$ cat src/rtl/gf_mul_sched.sv
// Two-requester GF(2^8) multiplier: round-robin accept, 8-step shift-and-add
// multiply, result held until the consumer handshakes.
module gf_mul_sched #(
    parameter logic [7:0]  POLY = 8'h1B,
    parameter int unsigned ITER = 8
) (
    input  logic       clk,
    input  logic       rst_n,

    input  logic       req0_valid,
    input  logic [7:0] req0_a,
    input  logic [7:0] req0_b,
    output logic       req0_ready,

    input  logic       req1_valid,
    input  logic [7:0] req1_a,
    input  logic [7:0] req1_b,
    output logic       req1_ready,

    output logic       res_valid,
    input  logic       res_ready,
    output logic [7:0] res_prod,
    output logic       res_id,

    output logic       busy
);

    localparam int unsigned W     = 8;
    localparam int unsigned CNT_W = 4;

    typedef enum logic [1:0] {
        IDLE = 2'd0,
        RUN  = 2'd1,
        DONE = 2'd2
    } state_e;

    state_e           state_q, state_d;
    logic             last_grant_q, last_grant_d;
    logic [CNT_W-1:0] cnt_q, cnt_d;
    logic [W-1:0]     a_q, a_d;
    logic [W-1:0]     b_q, b_d;
    logic [W-1:0]     p_q, p_d;
    logic             id_q, id_d;
    logic             res_valid_q, res_valid_d;
    logic [W-1:0]     res_prod_q, res_prod_d;
    logic             res_id_q, res_id_d;

    logic             grant0_c, grant1_c;
    logic [W-1:0]     p_iter_c, a_iter_c, b_iter_c;

    // Round-robin: on a tie the requester not granted last time wins.
    always_comb begin
        grant0_c = rst_n && req0_valid && (!req1_valid || last_grant_q);
        grant1_c = rst_n && req1_valid && (!req0_valid || !last_grant_q);
    end

    // One shift-and-add step: accumulate, then multiply a by x modulo the polynomial.
    always_comb begin
        p_iter_c = b_q[0] ? (p_q ^ a_q) : p_q;
        a_iter_c = {a_q[W-2:0], 1'b0} ^ (a_q[W-1] ? POLY : W'(0));
        b_iter_c = b_q >> 1;
    end

    always_ff @(posedge clk) begin
        if (!rst_n) begin
            state_q      <= IDLE;
            last_grant_q <= 1'b1;
            cnt_q        <= '0;
            a_q          <= '0;
            b_q          <= '0;
            p_q          <= '0;
            id_q         <= 1'b0;
            res_valid_q  <= 1'b0;
            res_prod_q   <= '0;
            res_id_q     <= 1'b0;
        end else begin
            state_q      <= state_d;
            last_grant_q <= last_grant_d;
            cnt_q        <= cnt_d;
            a_q          <= a_d;
            b_q          <= b_d;
            p_q          <= p_d;
            id_q         <= id_d;
            res_valid_q  <= res_valid_d;
            res_prod_q   <= res_prod_d;
            res_id_q     <= res_id_d;
        end
    end

    always_comb begin
        state_d      = state_q;
        last_grant_d = last_grant_q;
        cnt_d        = cnt_q;
        a_d          = a_q;
        b_d          = b_q;
        p_d          = p_q;
        id_d         = id_q;
        res_valid_d  = res_valid_q;
        res_prod_d   = res_prod_q;
        res_id_d     = res_id_q;
        req0_ready   = 1'b0;
        req1_ready   = 1'b0;

        case (state_q)
            IDLE: begin
                req0_ready = grant0_c;
                req1_ready = grant1_c;
                if (grant0_c || grant1_c) begin
                    a_d          = grant1_c ? req1_a : req0_a;
                    b_d          = grant1_c ? req1_b : req0_b;
                    p_d          = '0;
                    id_d         = grant1_c;
                    last_grant_d = grant1_c;
                    cnt_d        = '0;
                    state_d      = RUN;
                end
            end
            RUN: begin
                p_d   = p_iter_c;
                a_d   = a_iter_c;
                b_d   = b_iter_c;
                cnt_d = cnt_q + CNT_W'(1);
                if (cnt_q == CNT_W'(ITER - 1)) begin
                    state_d     = DONE;
                    res_valid_d = 1'b1;
                    res_prod_d  = p_iter_c;
                    res_id_d    = id_q;
                end
            end
            DONE: begin
                if (res_ready) begin
                    res_valid_d = 1'b0;
                    state_d     = IDLE;
                end
            end
            default: begin
                state_d = IDLE;
            end
        endcase
    end

    assign res_valid = res_valid_q;
    assign res_prod  = res_prod_q;
    assign res_id    = res_id_q;
    assign busy      = (state_q != IDLE);

endmodule

$ cat config.mk
export PLATFORM = sky130hd
export DESIGN_NAME = gf_mul_sched
export DESIGN_NICKNAME = d
export VERILOG_FILES = /design/src/rtl/gf_mul_sched.sv
export SDC_FILE = /design/constraint.sdc
export NUM_CORES = 1
export LEC_CHECK = 0
export ABC_AREA = 1
export CORE_MARGIN = 2
export CORE_UTILIZATION = 35
export DETAILED_ROUTE_END_ITERATION = 8
export PLACE_DENSITY = 0.62
export SLEW_MARGIN = 20
export SYNTH_ARGS = -nofsm -noshare
export SYNTH_HDL_FRONTEND = slang
export SYNTH_SLANG_ARGS = --single-unit
$ cat constraint.sdc
create_clock -name clk -period 1.61 [get_ports clk]
set_input_delay 0.2415 -clock clk [delete_from_list [all_inputs] [get_ports clk]]
set_output_delay 0.2415 -clock clk [all_outputs]
set_load 0.05 [all_outputs]
======== Yosys cells after proc, flatten, opt, wreduce, memory -nomap -nowiden ========
Index checks and enable logic that the tools add are counted.
operators by class
  add/subtract/negate cells ............... 1
  eq/ne operators ......................... 6
  multiplexer cells ....................... 21
  bitwise gates (word level) .............. 2
  reduce and logical (&&, ||, !) cells .... 19
operators by type and width
  cell                 count
  $mux 8               6
  $pmux 8 s2           3
  $pmux 4 s2           1
  $xor 8x5->8          1
  $xor 8x8->8          1
  $mux 2               3
  $ne 2x2->1 const B   3
  $pmux 2 s3           1
  $reduce_and 2->1     3
  $reduce_and 3->1     2
  $reduce_bool 2->1    3
  $mux 5               1
  $add 4x1->4 const B  1
  $eq 4x3->1 const B   1
  $logic_and 1x1->1    4
  $mux 1               4
  $mux 4               1
  $logic_not 1->1      3
  $logic_or 1x1->1     3
  $eq 2x1->1 const B   1
  $eq 2x2->1 const B   1
  $logic_not 2->1      1
  $pmux 1 s2           1
word-level totals
  register bits ........................... 42
  logic and storage cells ................. 59

======== Logic depth before layout (Yosys ltp) ========
  word-level depth ........................ 6
  depth in mapped cells ................... 8
  mapped depth without buffers ............ 7

======== Least setup slack after synthesis ========
OpenSTA, ideal clock, no wires.
  path kind ............................... reg-to-output
  start point ............................. register last_grant_q
  end point ............................... output req1_ready
  data arrival time ....................... 1.151 ns
  path slack .............................. 0.217 ns
  stages on the path, launching flop included .. 5
  cells stage by stage .................... dfxtp_1 nand2_1 buf_2 nand3_1 inv_1
on the way
  cells in the longest elaborated chain, start to end .. 4
RTL lines
  element                   line  source
  start: declaration        38    logic last_grant_q, last_grant_d;
  start signal: assignment  78    last_grant_q <= last_grant_d;
  $logic_not 1->1           54    grant1_c = rst_n && req1_valid && (!req0_valid || !last_grant_q);
  $logic_or 1x1->1          54
  $logic_and 1x1->1         54
  $mux 1                    104   case (state_q)
  end: declaration          18    output logic req1_ready,
No other way between the ends.

======== Worst setup path in the final report ========
  start point ............................. input req1_valid
  end point ............................... output req1_ready
on the way
  cells in the longest elaborated chain, start to end .. 3
RTL lines
  element                          line  source
  start: declaration               15    input logic req1_valid,
  $logic_and 1x1->1 (2 in series)  54
  $mux 1                           104
No other way between the ends.

==> results.toml <==
[outcome]
run_status = "finished clean"

[pwr]
clock_power_share = 0.297
power_switching_w = 0.000697
cellLeakagePower_nw = 1.57
seqPwrFrac = 0.487
fin_total_pwr_w = 0.00238
p_sw_frac = 0.293
combinationalPowerShare = 0.216
irDropWorstVdd_mv = 0.423
internal_power_w = 0.00168
power.density_cell_area_nw_per_um2 = 773

[route]
drt.antenna.violating_nets = 0
post_drt_via_cell_ratio = 4.52
drt_pass1_iterations = 4
first_iter_violations = 102
totalWireLength_um = 5430
remaining_drc_errors = 0
routed-via-count = 2349
avgRoutedWirePerCell_um = 10.4

[floorplanning]
design.core.area_sq_um = 6460
die_area_sq_um = 7440
ios = 50
die_x_um = 86.2
die_h_um = 86.2
initial_core_utilization = 0.367
floorplan.rows = 29

[timing]
fin_crit_sh = 0.933
setup_repair_after_global_routing_missed_its_margin = "no"
setup-tns-final_ps = 0
timing.slew.headroom = 0.599
slew_viol_final = 0
worst_skew_ps = 4.67
final_period_minus_worst_setup_slack_ps = 1500
fin_ws_ps = 107
final-setup-viol-count = 0
maxClockFrequency_mhz = 666
max_slew.worst_pin.slew_ps = 600
final_hold_viol_count = 0

[yosys]
synth.top_cells.by_area = "sky130_fd_sc_hd__dfxtp_1 (36%), sky130_fd_sc_hd__nand2_1 (22%), sky130_fd_sc_hd__inv_1 (12%)"
synthDominantCellAreaShare = 0.355
synth_net_count = 431
cell_with_the_most_instances_after_synthesis = "sky130_fd_sc_hd__nand2_1"
synth-seq-area-share = 0.355
post_synth_most_frequent_cells = "sky130_fd_sc_hd__nand2_1 (137), sky130_fd_sc_hd__inv_1 (73), sky130_fd_sc_hd__a21oi_1 (43)"
mappedNetlistArea_sq_um = 2370
netlist_instances = 393
ys_dominant_reg_cell = "sky130_fd_sc_hd__dfxtp_1"
flip_flop_and_latch_count_after_synthesis = 42
synth_cell_types = 19
synth_edf_count = 0
yosysWarningCount = 0
synthArstFlopShare = 0
synth.avg_cell_area_sq_um = 6.02
library_cell_with_the_largest_summed_area_after_synthesis = "sky130_fd_sc_hd__dfxtp_1"

[clock_tree]
holdBufCountCts = 0
clock_insertion_delay_worst_skew_ps = 290
clockBufferDepth = 2
post_cts_resized = 0
cts_made_buffers = 5
tritoncts_clock_tree = "built"
post_cts.repair.setup_buffers = 0
clock_sinks = 42
h-tree-depth = 2
path_clk_slew_ps = 80
root_buffer = "sky130_fd_sc_hd__clkbuf_8"

[worst_setup_path]
critical_path.max_fanout = 3
setup.worst_path.end_class = "primary output"
setup.worst_path.class = "primary input to primary output"
cpLargestDelayFamily = "buffers and inverters"
crit_path_start_kind = "primary input"
worst_path_bufs_invs = 4
timing.critical_path.slowest_stage_cell = "sky130_fd_sc_hd__clkdlybuf4s50_1"
cp_data_arrival_time_ps = 1260
worstPathCellList = "clkdlybuf4s50_1 -> nand2_1 -> inv_2 -> nand3_1 -> inv_1 -> buf_12"
cpPeakStageDelay_ps = 480
worst-endpoint-required_ps = 1370

[global_route]
use_met1 = 0.186
met2_usage_grt = 0.273
antenna_found_initial = 0
grt_use_met3 = 0.0333
grt_start_max_net_pins = 24
grt_pass1_wl_um = 9360
top_usage_layer = "met2"
grt-ovfl-total = 0
via_count_of_the_first_global_routing_pass = 2191
track_usage = 0.154

[layout]
register_area_sq_um = 841
antennaDiodeCount = 0
syn_to_final_growth_pct = 30.0
area_taken_by_multi_input_logic_gates_sq_um = 1140
post_layout_nonfiller_instances = 520
fillerInstances = 680
layout-drive-gt1-share = 0.0926
nNetsFinal = 480

[worst_hold_path]
holdCritPathClass = "primary input to flop"

[placed_design]
worst_case_setup_slack_after_placement_ps = 8.80
place.detailed.instances = 512
count_of_buffers_inserted_at_the_top_level_ports = 49
hpwlAfterDp_um = 3920
finalWeightedCongestion = 0.770

[run]
max_cap_violation_count = 0
## cell type report
class,count,area share
multi-input combinational,256,0.370
tap,77,0.0313
inverter,77,0.0939
clock inverter,2,0.00407
sequential,42,0.273
timing repair buffer,60,0.201
clock buffer,6,0.0268
## power groups by stage
stage                     clock, W  sequential [W]  combinational [W]
after floorplan                  0         0.00116           0.000333
after global placement           0         0.00118           0.000512
after detailed placement         0         0.00118           0.000517
after CTS                 0.000736         0.00116           0.000521
after global routing      0.000782         0.00117           0.000583
final                     0.000708         0.00116           0.000514
## worst register-to-register path, cell delays in order, from the launching register on
cell and delay (ps):
sky130_fd_sc_hd__dfxtp_1 340, sky130_fd_sc_hd__inv_1 90, sky130_fd_sc_hd__nand2_1 80, sky130_fd_sc_hd__inv_2 190, sky130_fd_sc_hd__nand2_1 180, sky130_fd_sc_hd__inv_2 180
sky130_fd_sc_hd__nand2_1 80, sky130_fd_sc_hd__a21oi_1 110
## state kept, by name (all words and copies together), names as in the netlist
signal / flops
b_q: 8
cnt_q: 4
a_q: 8
res_id: 1
state_q: 2
res_valid: 1
last_grant_q: 1
res_prod: 8
p_q: 8
id_q: 1
## metrics by stage
stage	utilization	area [sq um]	hold slack [ps]
5_1_grt	0.477	3080	358
4_1_cts	0.476	3080	468
3_5_place_dp	0.461	2980	455
6_report	0.477	3080	350
3_3_place_gp	0.461	2980	453
2_1_floorplan	-	2370	428
## final timing paths
kind | startpoint | end | slack (ps) | depth (start not counted)
worst min register to register | res_prod[5] | res_prod[5] | 460 | 2
worst max-delay path | req1_valid | req1_ready | 110 | 6
worst min-delay path | rst_n | last_grant_q | 350 | 3
worst max register to register | state_q[1] | res_prod[6] | 300 | 7
## routing by layer
layer | share of wire | vias up | wire length, um
li1 | - | 1282 | -
met1 | 0.47 | 1029 | 2570
met2 | 0.48 | 34 | 2620
met3 | 0.038 | 4 | 204
met4 | 0.0072 | 0 | 39
met5 | 0 | - | 0
## layout by cell type, fill, tap and decap left out, drive strengths merged
cell type,netlist,final
buf,18,24
dfxtp,42,42
nand3,34,34
clkinvlp,0,1
inv,77,77
nand3b,14,14
dlymetal6s2s,0,1
nand2,139,139
clkinv,0,1
or2,1,1
nor2,19,19
o21ai,2,2
nor3,2,2
a21oi,43,43
ha,1,1
clkdlybuf4s50,0,35
nand4,1,1
clkbuf,0,6
## logic make-up (layout without fill, tap and decap cells)
logic type	Yosys count	count (layout)	share of synthesized area
and+or+nand+nor	210	210	0.381
AOI/OAI and AO/OA	45	45	0.0951
DFF	42	42	0.355
adders and majority gates	1	1	0.00528
buffers and inverters	95	145	0.164
Note: power is estimated with default switching activity, not from simulation.
